$ cat src/rtl/bus_stall_ctrl_pkg.sv
// Shared types and the address-window helper for the CPU bus stall controller.
// The helper works on maximum-size vectors so it can stay a plain package
// function; callers zero-extend their parameters into MAX_CH x MAX_AW slots.
package cpu_reg_package;

    localparam int MAX_CH = 16;
    localparam int MAX_AW = 64;
    localparam int MAX_DW = 64;

    typedef enum logic [1:0] {
        IDLE  = 2'd0,
        ISSUE = 2'd1,
        WAIT  = 2'd2,
        DONE  = 2'd3
    } bus_stall_state_t;

    typedef struct packed {
        logic              we;
        logic [MAX_AW-1:0] address;
        logic [MAX_DW-1:0] data;
    } bus_req_t;

    typedef struct packed {
        logic       hit;
        logic [3:0] ch;
    } win_match_t;

    // Windows are packed with stride aw; lowest matching channel wins.
    function automatic win_match_t find_window(
        input logic [MAX_CH*MAX_AW-1:0] base,
        input logic [MAX_CH*MAX_AW-1:0] limit,
        input logic [MAX_AW-1:0]        addr,
        input int                       num_ch,
        input int                       aw
    );
        win_match_t                m;
        logic [MAX_AW-1:0]         mask;
        logic [MAX_AW-1:0]         b;
        logic [MAX_AW-1:0]         l;
        logic [MAX_CH*MAX_AW-1:0]  tb;
        logic [MAX_CH*MAX_AW-1:0]  tl;
        m    = '0;
        mask = ~({MAX_AW{1'b1}} << aw);
        for (int k = MAX_CH - 1; k >= 0; k--) begin
            if (k < num_ch) begin
                tb = base >> (k * aw);
                tl = limit >> (k * aw);
                b  = tb[MAX_AW-1:0] & mask;
                l  = tl[MAX_AW-1:0] & mask;
                if (addr >= b && addr <= l) begin
                    m.hit = 1'b1;
                    m.ch  = 4'(k);
                end
            end
        end
        return m;
    endfunction

endpackage

$ cat src/rtl/bus_stall_ctrl_timeout_counter.sv
// Wait-cycle counter for aborting hung reads. Only compiled when
// BUS_STALL_TIMEOUT_EN is defined; the controller instantiates it under the
// same macro.
`ifdef BUS_STALL_TIMEOUT_EN
module bus_timeout_counter #(
    parameter int  TIMEOUT_CYCLES = 255,
    localparam int CNT_W          = $clog2(TIMEOUT_CYCLES + 1)
) (
    input  logic clk_i,
    input  logic reset_i,
    input  logic clear_i,
    input  logic enable_i,
    output logic expire_o
);

    logic [CNT_W-1:0] count_q;

    // Expiry on the TIMEOUT_CYCLES-th enabled cycle after a clear.
    assign expire_o = enable_i && (count_q == CNT_W'(TIMEOUT_CYCLES - 1));

    // Count enabled cycles, holding at expiry so the count never wraps.
    always_ff @(posedge clk_i or posedge reset_i) begin
        if (reset_i) begin
            count_q <= '0;
        end else if (clear_i) begin
            count_q <= '0;
        end else if (enable_i && !expire_o) begin
            count_q <= count_q + 1'b1;
        end
    end

endmodule
`endif

$ cat src/rtl/bus_stall_ctrl.sv
// CPU bus stall controller: decodes CPU accesses into NUM_CH windows, forwards
// writes as one-cycle strobes and halts the CPU with busy_o while a read is
// outstanding. Optional read timeout under macro BUS_STALL_TIMEOUT_EN.
module bus_stall_ctrl
    import cpu_reg_package::*;
#(
    parameter int                       NUM_CH         = 4,
    parameter int                       ADDR_W         = 32,
    parameter int                       DATA_W         = 32,
    parameter logic [NUM_CH*ADDR_W-1:0] CH_BASE        = '0,
    parameter logic [NUM_CH*ADDR_W-1:0] CH_LIMIT       = '0,
    parameter int                       TIMEOUT_CYCLES = 255,
    parameter logic [DATA_W-1:0]        TIMEOUT_DATA   = DATA_W'(32'hDEADBEEF),
    localparam int                      CH_W           = (NUM_CH > 1) ? $clog2(NUM_CH) : 1
) (
    input  logic                     clk_i,
    input  logic                     reset_i,
    input  logic                     we_i,
    input  logic [ADDR_W-1:0]        address_i,
    input  logic [DATA_W-1:0]        wdata_i,
    output logic [DATA_W-1:0]        rdata_o,
    output logic                     busy_o,
    output logic [NUM_CH-1:0]        ch_valid_o,
    output logic                     ch_we_o,
    output logic [ADDR_W-1:0]        ch_address_o,
    output logic [DATA_W-1:0]        ch_wdata_o,
    input  logic [NUM_CH*DATA_W-1:0] ch_rdata_i,
    input  logic [NUM_CH-1:0]        ch_rvalid_i,
    output logic                     err_o,
    output logic [CH_W-1:0]          err_ch_o,
    input  logic                     err_clr_i
);

    localparam logic [MAX_CH*MAX_AW-1:0] BASE_EXT  = (MAX_CH*MAX_AW)'(CH_BASE);
    localparam logic [MAX_CH*MAX_AW-1:0] LIMIT_EXT = (MAX_CH*MAX_AW)'(CH_LIMIT);

    bus_stall_state_t  state_q;
    bus_stall_state_t  state_d;
    logic [ADDR_W-1:0] addr_q;
    bus_req_t          cur_req;
    win_match_t        match;
    logic [CH_W-1:0]   hit_ch;
    logic [CH_W-1:0]   cur_ch_q;
    logic              detect;
    logic              rvalid_hit;
    logic              timeout_hit;
    logic [DATA_W-1:0] rsel;
    logic              unused_sink;

    // Bundle the CPU request and look up its window.
    always_comb begin
        cur_req         = '0;
        cur_req.we      = we_i;
        cur_req.address = MAX_AW'(address_i);
        cur_req.data    = MAX_DW'(wdata_i);
        match           = find_window(BASE_EXT, LIMIT_EXT, cur_req.address, NUM_CH, ADDR_W);
    end

    assign hit_ch     = match.ch[CH_W-1:0];
    assign detect     = !reset_i && (state_q == IDLE) && (address_i != addr_q) && match.hit;
    assign rvalid_hit = (state_q == WAIT) && ch_rvalid_i[cur_ch_q];
    assign rsel       = ch_rdata_i[cur_ch_q*DATA_W +: DATA_W];

`ifdef BUS_STALL_TIMEOUT_EN
    logic expire;

    bus_timeout_counter #(
        .TIMEOUT_CYCLES(TIMEOUT_CYCLES)
    ) u_timeout (
        .clk_i   (clk_i),
        .reset_i (reset_i),
        .clear_i (state_q == ISSUE),
        .enable_i(state_q == WAIT),
        .expire_o(expire)
    );

    assign timeout_hit = expire && !rvalid_hit;

    // Sticky error flag; a timeout in the same cycle as a clear keeps it set.
    always_ff @(posedge clk_i or posedge reset_i) begin
        if (reset_i) begin
            err_o    <= 1'b0;
            err_ch_o <= '0;
        end else if (timeout_hit) begin
            err_o    <= 1'b1;
            err_ch_o <= cur_ch_q;
        end else if (err_clr_i) begin
            err_o <= 1'b0;
        end
    end

    assign unused_sink = ^{cur_req, match};
`else
    assign timeout_hit = 1'b0;
    assign err_o       = 1'b0;
    assign err_ch_o    = '0;
    assign unused_sink = ^{cur_req, match, err_clr_i, TIMEOUT_DATA, TIMEOUT_CYCLES};
`endif

    // FSM state register.
    always_ff @(posedge clk_i or posedge reset_i) begin
        if (reset_i) begin
            state_q <= IDLE;
        end else begin
            state_q <= state_d;
        end
    end

    // Next state and CPU halt; busy rises combinationally on a detected read.
    always_comb begin
        state_d = state_q;
        busy_o  = 1'b0;
        case (state_q)
            IDLE: begin
                if (detect && !cur_req.we) begin
                    state_d = ISSUE;
                    busy_o  = 1'b1;
                end
            end
            ISSUE: begin
                busy_o  = 1'b1;
                state_d = WAIT;
            end
            WAIT: begin
                busy_o = 1'b1;
                if (rvalid_hit || timeout_hit) begin
                    state_d = DONE;
                end
            end
            DONE: begin
                state_d = IDLE;
            end
            default: begin
                state_d = IDLE;
            end
        endcase
    end

    // Address history, channel strobes and read-data capture.
    always_ff @(posedge clk_i or posedge reset_i) begin
        if (reset_i) begin
            addr_q       <= '0;
            ch_valid_o   <= '0;
            ch_we_o      <= 1'b0;
            ch_address_o <= '0;
            ch_wdata_o   <= '0;
            cur_ch_q     <= '0;
            rdata_o      <= '0;
        end else begin
            addr_q     <= address_i;
            ch_valid_o <= '0;
            if (detect) begin
                ch_valid_o   <= NUM_CH'(1) << hit_ch;
                ch_we_o      <= cur_req.we;
                ch_address_o <= cur_req.address[ADDR_W-1:0];
                ch_wdata_o   <= cur_req.data[DATA_W-1:0];
                cur_ch_q     <= hit_ch;
            end
            if (rvalid_hit) begin
                rdata_o <= rsel;
            end else if (timeout_hit) begin
                rdata_o <= TIMEOUT_DATA;
            end
        end
    end

endmodule

$ cat config.mk
export PLATFORM = sky130hd
export DESIGN_NAME = bus_stall_ctrl
export DESIGN_NICKNAME = d
export VERILOG_FILES = /design/src/rtl/bus_stall_ctrl_pkg.sv /design/src/rtl/bus_stall_ctrl_timeout_counter.sv /design/src/rtl/bus_stall_ctrl.sv
export SDC_FILE = /design/constraint.sdc
export NUM_CORES = 1
export LEC_CHECK = 0
export ABC_AREA = 1
export CAP_MARGIN = 10
export CORE_AREA = 2 2 118 120
export DETAILED_ROUTE_END_ITERATION = 10
export DIE_AREA = 0 0 120 122
export PLACE_DENSITY = 0.82
export SLEW_MARGIN = 20
export SYNTH_ARGS = -nofsm -noshare
export SYNTH_HDL_FRONTEND = slang
export SYNTH_SLANG_ARGS = --single-unit
export TNS_END_PERCENT = 100
$ cat constraint.sdc
create_clock -name clk_i -period 6.9 [get_ports clk_i]
set_clock_uncertainty 0.15 [all_clocks]
set_input_delay 1.38 -clock clk_i [delete_from_list [all_inputs] [get_ports clk_i]]
set_output_delay 1.38 -clock clk_i [all_outputs]
set_load 0.01 [all_outputs]
* Word level (Yosys, flattened, before mapping) *
Index checks and enable logic that the tools add are counted.

storage, ports and cells
  bits in registers = 137
  bits of input ports = 200
  output and inout bits = 105
  logic and storage cells = 37

cells by class
  $lt $le $gt $ge = 2
  equal/unequal tests = 6
  shift operators = 2
  multiplexer cells = 9
  reduce and logical (&&, ||, !) cells = 10

operator list
  kind                                                                                number
  128-bit by 8-bit variable part select with 32-bit output                            1
  32-bit by 1-bit less-or-equal comparator with 1-bit output (second input constant)  1
  32-bit inequality test                                                              1
  2-bit one-hot mux with 4 select lines                                               1
  1-bit logical AND                                                                   5
  5-bit two-way mux                                                                   1
  2-bit equality test (second input constant)                                         2
  2-bit two-way mux                                                                   2
  4-bit two-way mux                                                                   1
  1-bit by 2-bit left shift with 4-bit output (first input constant)                  1
  2-bit by 3-bit less-than comparator with 1-bit output (second input constant)       1
  1-bit binary-select mux with 2-bit select                                           1
  2-bit by 1-bit equality test with 1-bit output (second input constant)              1
  1-bit zero test                                                                     2
  2-bit zero test                                                                     1
  1-bit two-way mux                                                                   2
  2-bit by 1-bit inequality test with 1-bit output (second input constant)            1
  2-bit inequality test (second input constant)                                       1
  1-bit one-hot mux with 2 select lines                                               1
  2-bit AND reduction                                                                 1
  2-bit OR reduction                                                                  1

* Logic depth before layout (Yosys ltp) *
Gate-level depths: netlist of run 1.

  depth after elaboration = 7
  gate-level depth with buffers = 14

* Worst setup path after synthesis of run 1 *
Ideal clock, no wire load.

  kind = input port to output port
  from = input port address_i[2]
  to = output port busy_o
  arrival time = 2190 ps
  path slack = 3180 ps
  cell stages on the path = 7
  cells stage by stage = nor2_1 nand3_1 nor3_1 nand3b_1 nor2_2 nand3_1 a21oi_1

between the ends
  cells in the longest elaborated chain, start to end = 6
  elaborated cells between the ends (all ways) = 8
  those cells by class = 1 x order compare; 1 x eq/ne; 3 x mux; 3 x reduce/logical

ends and longest elaborated chain
  what                                                                                                         RTL line                                        source
  from (decl)                                                                                                  bus_stall_ctrl.sv:19                            input logic [ADDR_W-1:0] address_i,
  32-bit by 1-bit less-or-equal comparator with 1-bit output / 32-bit inequality test (equally long branches)  bus_stall_ctrl_pkg.sv:50, bus_stall_ctrl.sv:60
  5-bit two-way mux / 1-bit logical AND (equally long branches)                                                bus_stall_ctrl_pkg.sv:50, bus_stall_ctrl.sv:60
  1-bit logical AND *                                                                                          bus_stall_ctrl.sv:60                            assign detect = !reset_i && (state_q == IDLE) && (address_i != addr_q) && match.hit;
  1-bit logical AND *                                                                                          bus_stall_ctrl.sv:115                           if (detect && !cur_req.we) begin
  1-bit two-way mux *                                                                                          bus_stall_ctrl.sv:115
  1-bit one-hot mux with 2 select lines *                                                                      bus_stall_ctrl.sv:113                           case (state_q)
  to (decl)                                                                                                    bus_stall_ctrl.sv:22                            output logic busy_o,

Every way passes the cells marked *; elsewhere a longest branch is shown, timed or not.

* Worst setup path in the final report of run 1 *
  from = input port address_i[5]
  to = output port busy_o

Same word-level chain as after synthesis.

==> results of run 1 <==
tightest hold or removal path, delay by kind of cell, from the launching register on:
kind,cells,cell delay [ns]
simple gates,2,0.10
flops,1,0.34
through the flow:
stage	std cells	instance area [µm²]	util, %	hold WS (ns)	setup WS (ns)
after floorplan	500	5240	-	0.319	1.84
after global placement	862	7340	54.3	0.311	1.95
after detailed placement	862	7340	54.3	0.316	1.93
after CTS	894	7970	59.0	0.334	1.92
after global routing	894	7970	59.0	0.350	1.77
final	894	7970	59.0	0.330	1.96
cell usage after synthesis:
library cell  count
mux2_2           32
nand2_2           1
dfrtp_1         132
nand3_1           4
nand4_1           3
inv_1            57
ha_1              4
nand2_1         155
buf_2             5
or2_2             1
inv_2             2
nor2_1           27
nand3b_1          1
buf_4             6
o21ai_0           1
buf_1             3
conb_1            1
a21oi_1           1
nor3_1            1
nor2_2           30
buf_6             5
xnor2_1          23
final cells by class:
type,instances,area [µm²]
fillers,1119,5540
inverters,59,226
clock buffers,23,508
flip-flops and latches,132,3300
repair buffers,201,2000
clock inverters,9,123
well taps,180,225
multi-input cells,290,1580
registers in the layout (all words and copies together) (netlist names):
signal        cells
ch_wdata_o       32
ch_address_o     32
ch_valid_o        1
addr_q           32
ch_we_o           1
rdata_o          32
state_q           2
power by group:
group | internal (mW) | leakage [nW] | switching, mW
registers | 0.784 | 1.60 | 0.00432
logic | 0.0639 | 2.03 | 0.0430
clock network | 0.623 | 0.315 | 0.320
routing by layer:
metal / up-vias / GRT usage [%]
met1: 1799 / 20.8
met2: 143 / 26.7
li1: 1887 / -
met5: - / 0
met3: 23 / 9.22
met4: 0 / 8.16
cell families after synthesis:
| kind of cell | synth area share, % |
|---|---|
| adders and majority gates | 0.958 |
| muxes | 6.90 |
| buffers and inverters | 6.88 |
| xor gates and xnor gates | 3.86 |
| other | 0.0718 |
| AOI/OAI and AO/OA | 0.191 |
| DFF | 63.2 |
| and+or+nand+nor | 17.9 |
worst paths after layout:
path,end,slack (ns),cells past startpoint
setup / recovery,busy_o,1.96,9
hold / removal,ch_wdata_o[29],0.33,2
setup reg to reg,ch_wdata_o[28],3.87,9
hold reg to reg,ch_wdata_o[29],0.33,2
max in group asynchronous,ch_address_o[21],4.07,3
min in group asynchronous,addr_q[11],1.38,2
==> impl_metrics.ini, run 1 <==
[timing]
tightest_slew_ns = 0.730
max_freq_ghz = 0.202
setup_tns_ns = 0
final-hold-violation-count = 0
post-route-period-util_pct = 71.7
maxSlewHeadroom_pct = 51.3
setup_viol = 0
rsz0062_at_grt = no
drv_slew = 0
period_minus_slack_ns = 4.94

[route]
routed-wl-met3_mm = 1.31
firstDrtPassIters = 4
wire_per_inst_um = 13.8
ant_nets = 0
routed.top_layer = met4
wl_met1_mm = 5.15
wl_mm = 12.4
drt_first_iter_violations = 236
route.met2.wl_mm = 5.60
avgViaCountPerCell = 4.31
drc_errors = 0
vias = 3852

[floorplan]
io_pins = 305
core-area_mm2 = 0.0135
row_count = 43
initial_utilization_pct = 38.7
die_h_um = 122
dieArea_mm2 = 0.0146
die_w_um = 120

[power]
p_total_mw = 1.84
pwr_density_cell_mw_per_mm2 = 231
ir_drop_v = 0.000153
p_leak_nw = 3.95

[clock_tree]
ctsHoldBuffers = 0
numCtsBuffers = 17
cts.htree.levels = 4
post_cts_resized = 0
clkLatencyLatePin_ns = 0.40
cts_buffer_depth = 2
post-cts-setup-buffers = 0
clk_pin_slew_ns = 0.05
clock-sinks = 132
cts-root-buf = clkbuf_16
tritoncts = built

[placement]
dpl.hpwl_mm = 8.65
port_buffers = 198
gp_congestion = 0.743

[layout]
nNetsFinal = 905
layout_commonest_cell = clkdlybuf4s50_1
syn2layout_area_growth_pct = 52.6
mostFrequentLayoutCells = clkdlybuf4s50_1 (198), nand2_1 (155), dfrtp_1 (132)
drive_gt1_share_pct = 14.3
antennaDiodeCount = 0

[run_status]
status = completed

[worst_setup_path]
cp_top_family = buffers and inverters
slowest_delay_ns = 0.56
slowest_stage = clkdlybuf4s50_1
crit_start = address_i[5]
crit_chain = clkdlybuf4s50_1, nor2_1, nand3_1, nor3_1, nand3b_1, nor2_2, nand3_1, a21oi_1, clkdlybuf4s50_1
cp-start-kind = input port
end_kind = primary output
path_class = input port to primary output
cp.arrival_ns = 3.41
critPathBufInv = 2
timing.rr.start = state_q[0]
required_ns = 5.37
path_max_fanout = 4

[synthesis]
synth_top_area_share_pct = 63.2
syn_inst = 495
syn_area_mm2 = 0.00522
ys_types = 22
post-synth-top-area-cell = dfrtp_1
ys_seq_area_share_pct = 63.2
synth.avg_cell_area_um2 = 10.6
synth_seq_cells = 132
yosys_warnings = 0
ys_top_cells_by_area = dfrtp_1 (63%), nand2_1 (11%), mux2_2 (6.9%)

[grt]
grt_usage_pct = 17.6
antenna_found_initial = 0
overflow = 0
grt_pass1_vias = 3956
grt_pass1_wl_mm = 19.8
grt_max_degree = 83

[hold_path]
hp-class = flop to flop
min_from = ch_wdata_o[29]

[job]
cap_violations = 0
(Power assumes the default switching activity.)
==> inputs of run 2 (changes only) <==
CORE_AREA = unset   (was 2 2 118 120)
CORE_UTILIZATION = 38   (was unset)
DIE_AREA = unset   (was 0 0 120 122)
PLACE_DENSITY = 0.8   (was 0.82)
clock period = 5.2 ns   (was 6.9 ns; I/O delays follow)
==> run 2 against run 1 <==
Compared with the run above:
- final cell count is 0.56% lower
- clock power rose by 35%
- worst setup slack got worse by 0.97 ns
- highest routed layer unchanged
- largest cell class unchanged
- global-route usage up 1.1 points
==> impl_metrics.ini, run 2 (synthesis gave the netlist of run 1 again) <==
[worst_setup_path]
r2r_slack_ns = 2.29
ff2ff_path_depth = 9
cp.arrival_ns = 3.03
slowest_delay_ns = 0.57
crit_chain = clkdlybuf4s50_1, nor2_1, nand3_1, nor3_1, nand3b_1, nor2_2, nand3_1, a21oi_1, clkdlybuf4s50_1
timing.rr.start = state_q[0]
end_kind = primary output
required_ns = 4.01
critPathBufInv = 2
cp-start-kind = input port
path_max_fanout = 4
path_class = input port to primary output
cp_top_family = buffers and inverters
r2r_end = ch_wdata_o[18]
slowest_stage = clkdlybuf4s50_1

[power]
pwr_density_cell_mw_per_mm2 = 308
ir_drop_v = 0.000190
p_leak_nw = 3.94
p_total_mw = 2.46

[clock_tree]
numCtsBuffers = 17
post-cts-setup-buffers = 0
clk_pin_slew_ns = 0.06
cts-root-buf = clkbuf_16
cts.htree.levels = 4
clock-sinks = 132
clkLatencyLatePin_ns = 0.41
cts_buffer_depth = 2
post_cts_resized = 0
tritoncts = built
ctsHoldBuffers = 0

[route]
avgViaCountPerCell = 4.37
vias = 3889
drt_first_iter_violations = 161
wl_mm = 12.3
wire_per_inst_um = 13.9
ant_nets = 0
firstDrtPassIters = 5
drc_errors = 0

[timing]
max_freq_ghz = 0.237
maxSlewHeadroom_pct = 37.5
hold_slack_ns = 0.331
setup_viol = 0
post-route-period-util_pct = 81.1
drv_slew = 0
setup_tns_ns = 0
period_minus_slack_ns = 4.22
rsz0062_at_grt = no
final-hold-violation-count = 0
tightest_slew_ns = 0.938

[layout]
layout_commonest_cell = clkdlybuf4s50_1
nFillCells = 1104
nNetsFinal = 905
finalNonFillerCells = 889
mostFrequentLayoutCells = clkdlybuf4s50_1 (198), nand2_1 (154), dfrtp_1 (132)
antennaDiodeCount = 0
post-route-util_pct = 59.7
syn2layout_area_growth_pct = 52.6
drive_gt1_share_pct = 14.2

[grt]
overflow = 0
grt_pass1_vias = 4126
grt_pass1_wl_mm = 20.3
antenna_found_initial = 0
grt_max_degree = 108
grt_usage_pct = 18.7

[placement]
dpl.hpwl_mm = 8.92
gp_congestion = 0.782
placed_cells = 858
port_buffers = 198

[floorplan]
initial_utilization_pct = 39.1
row_count = 42
die_h_um = 119
die_w_um = 119
core-area_mm2 = 0.0133
io_pins = 305
dieArea_mm2 = 0.0142

[hold_path]
hold_depth = 2
holdPathEnd = ch_wdata_o[16]
min_from = ch_wdata_o[16]
hp-class = flop to flop

[run_status]
status = completed

[job]
cap_violations = 0
[run 2: worst register-to-register path: cells and delay by family (launching register included)]
family	cells	cell delay, ns
buffers and inverters	3	1.20
AND/OR/NAND/NOR	5	0.90
adder cells (fa/ha/maj)	1	0.19
flip-flops	1	0.40
[run 2: layout make-up]
type | count | area [µm²] | area share, %
tap | 176 | 220 | 2.76
sequential | 132 | 3300 | 41.5
clock inverter | 11 | 175 | 2.20
inverter | 59 | 226 | 2.84
multi-input combinational | 290 | 1580 | 19.8
clock buffer | 20 | 457 | 5.73
timing repair buffer | 201 | 2000 | 25.2
[run 2: worst max path at each step]
stage | from | to | slack [ns] | depth (start not counted)
after floorplan | reset_i | addr_q[0] | 0.48 | 1
after detailed placement | address_i[27] | busy_o | 0.93 | 9
final | address_i[5] | busy_o | 0.98 | 9
after global routing | address_i[21] | busy_o | 0.78 | 9
after global placement | reset_i | busy_o | 0.98 | 8
after CTS | address_i[27] | busy_o | 0.93 | 9
[run 2: layer usage]
layer  part of all wire [%]  wire, µm  GRT usage, %  vias up
li1                       -         -             -     1884
met1                     40      4910          20.6     1837
met2                     48      5910          30.6      149
met3                     11      1310          9.43       19
met4                    1.6       199          7.36        0
met5                      0         0             0        -
[run 2: power by group]
part	total, mW	switching, mW	internal, mW
sequential	1.05	0.00579	1.04
combinational	0.142	0.0569	0.0849
clock	1.27	0.440	0.829
total	2.46	0.503	1.95
[run 2: through the flow]
step	area, µm²	setup slack (ns)
after global placement	7330	0.975
after detailed placement	7330	0.930
after CTS	7970	0.929
final	7970	0.981
after global routing	7970	0.782
after floorplan	5240	0.484
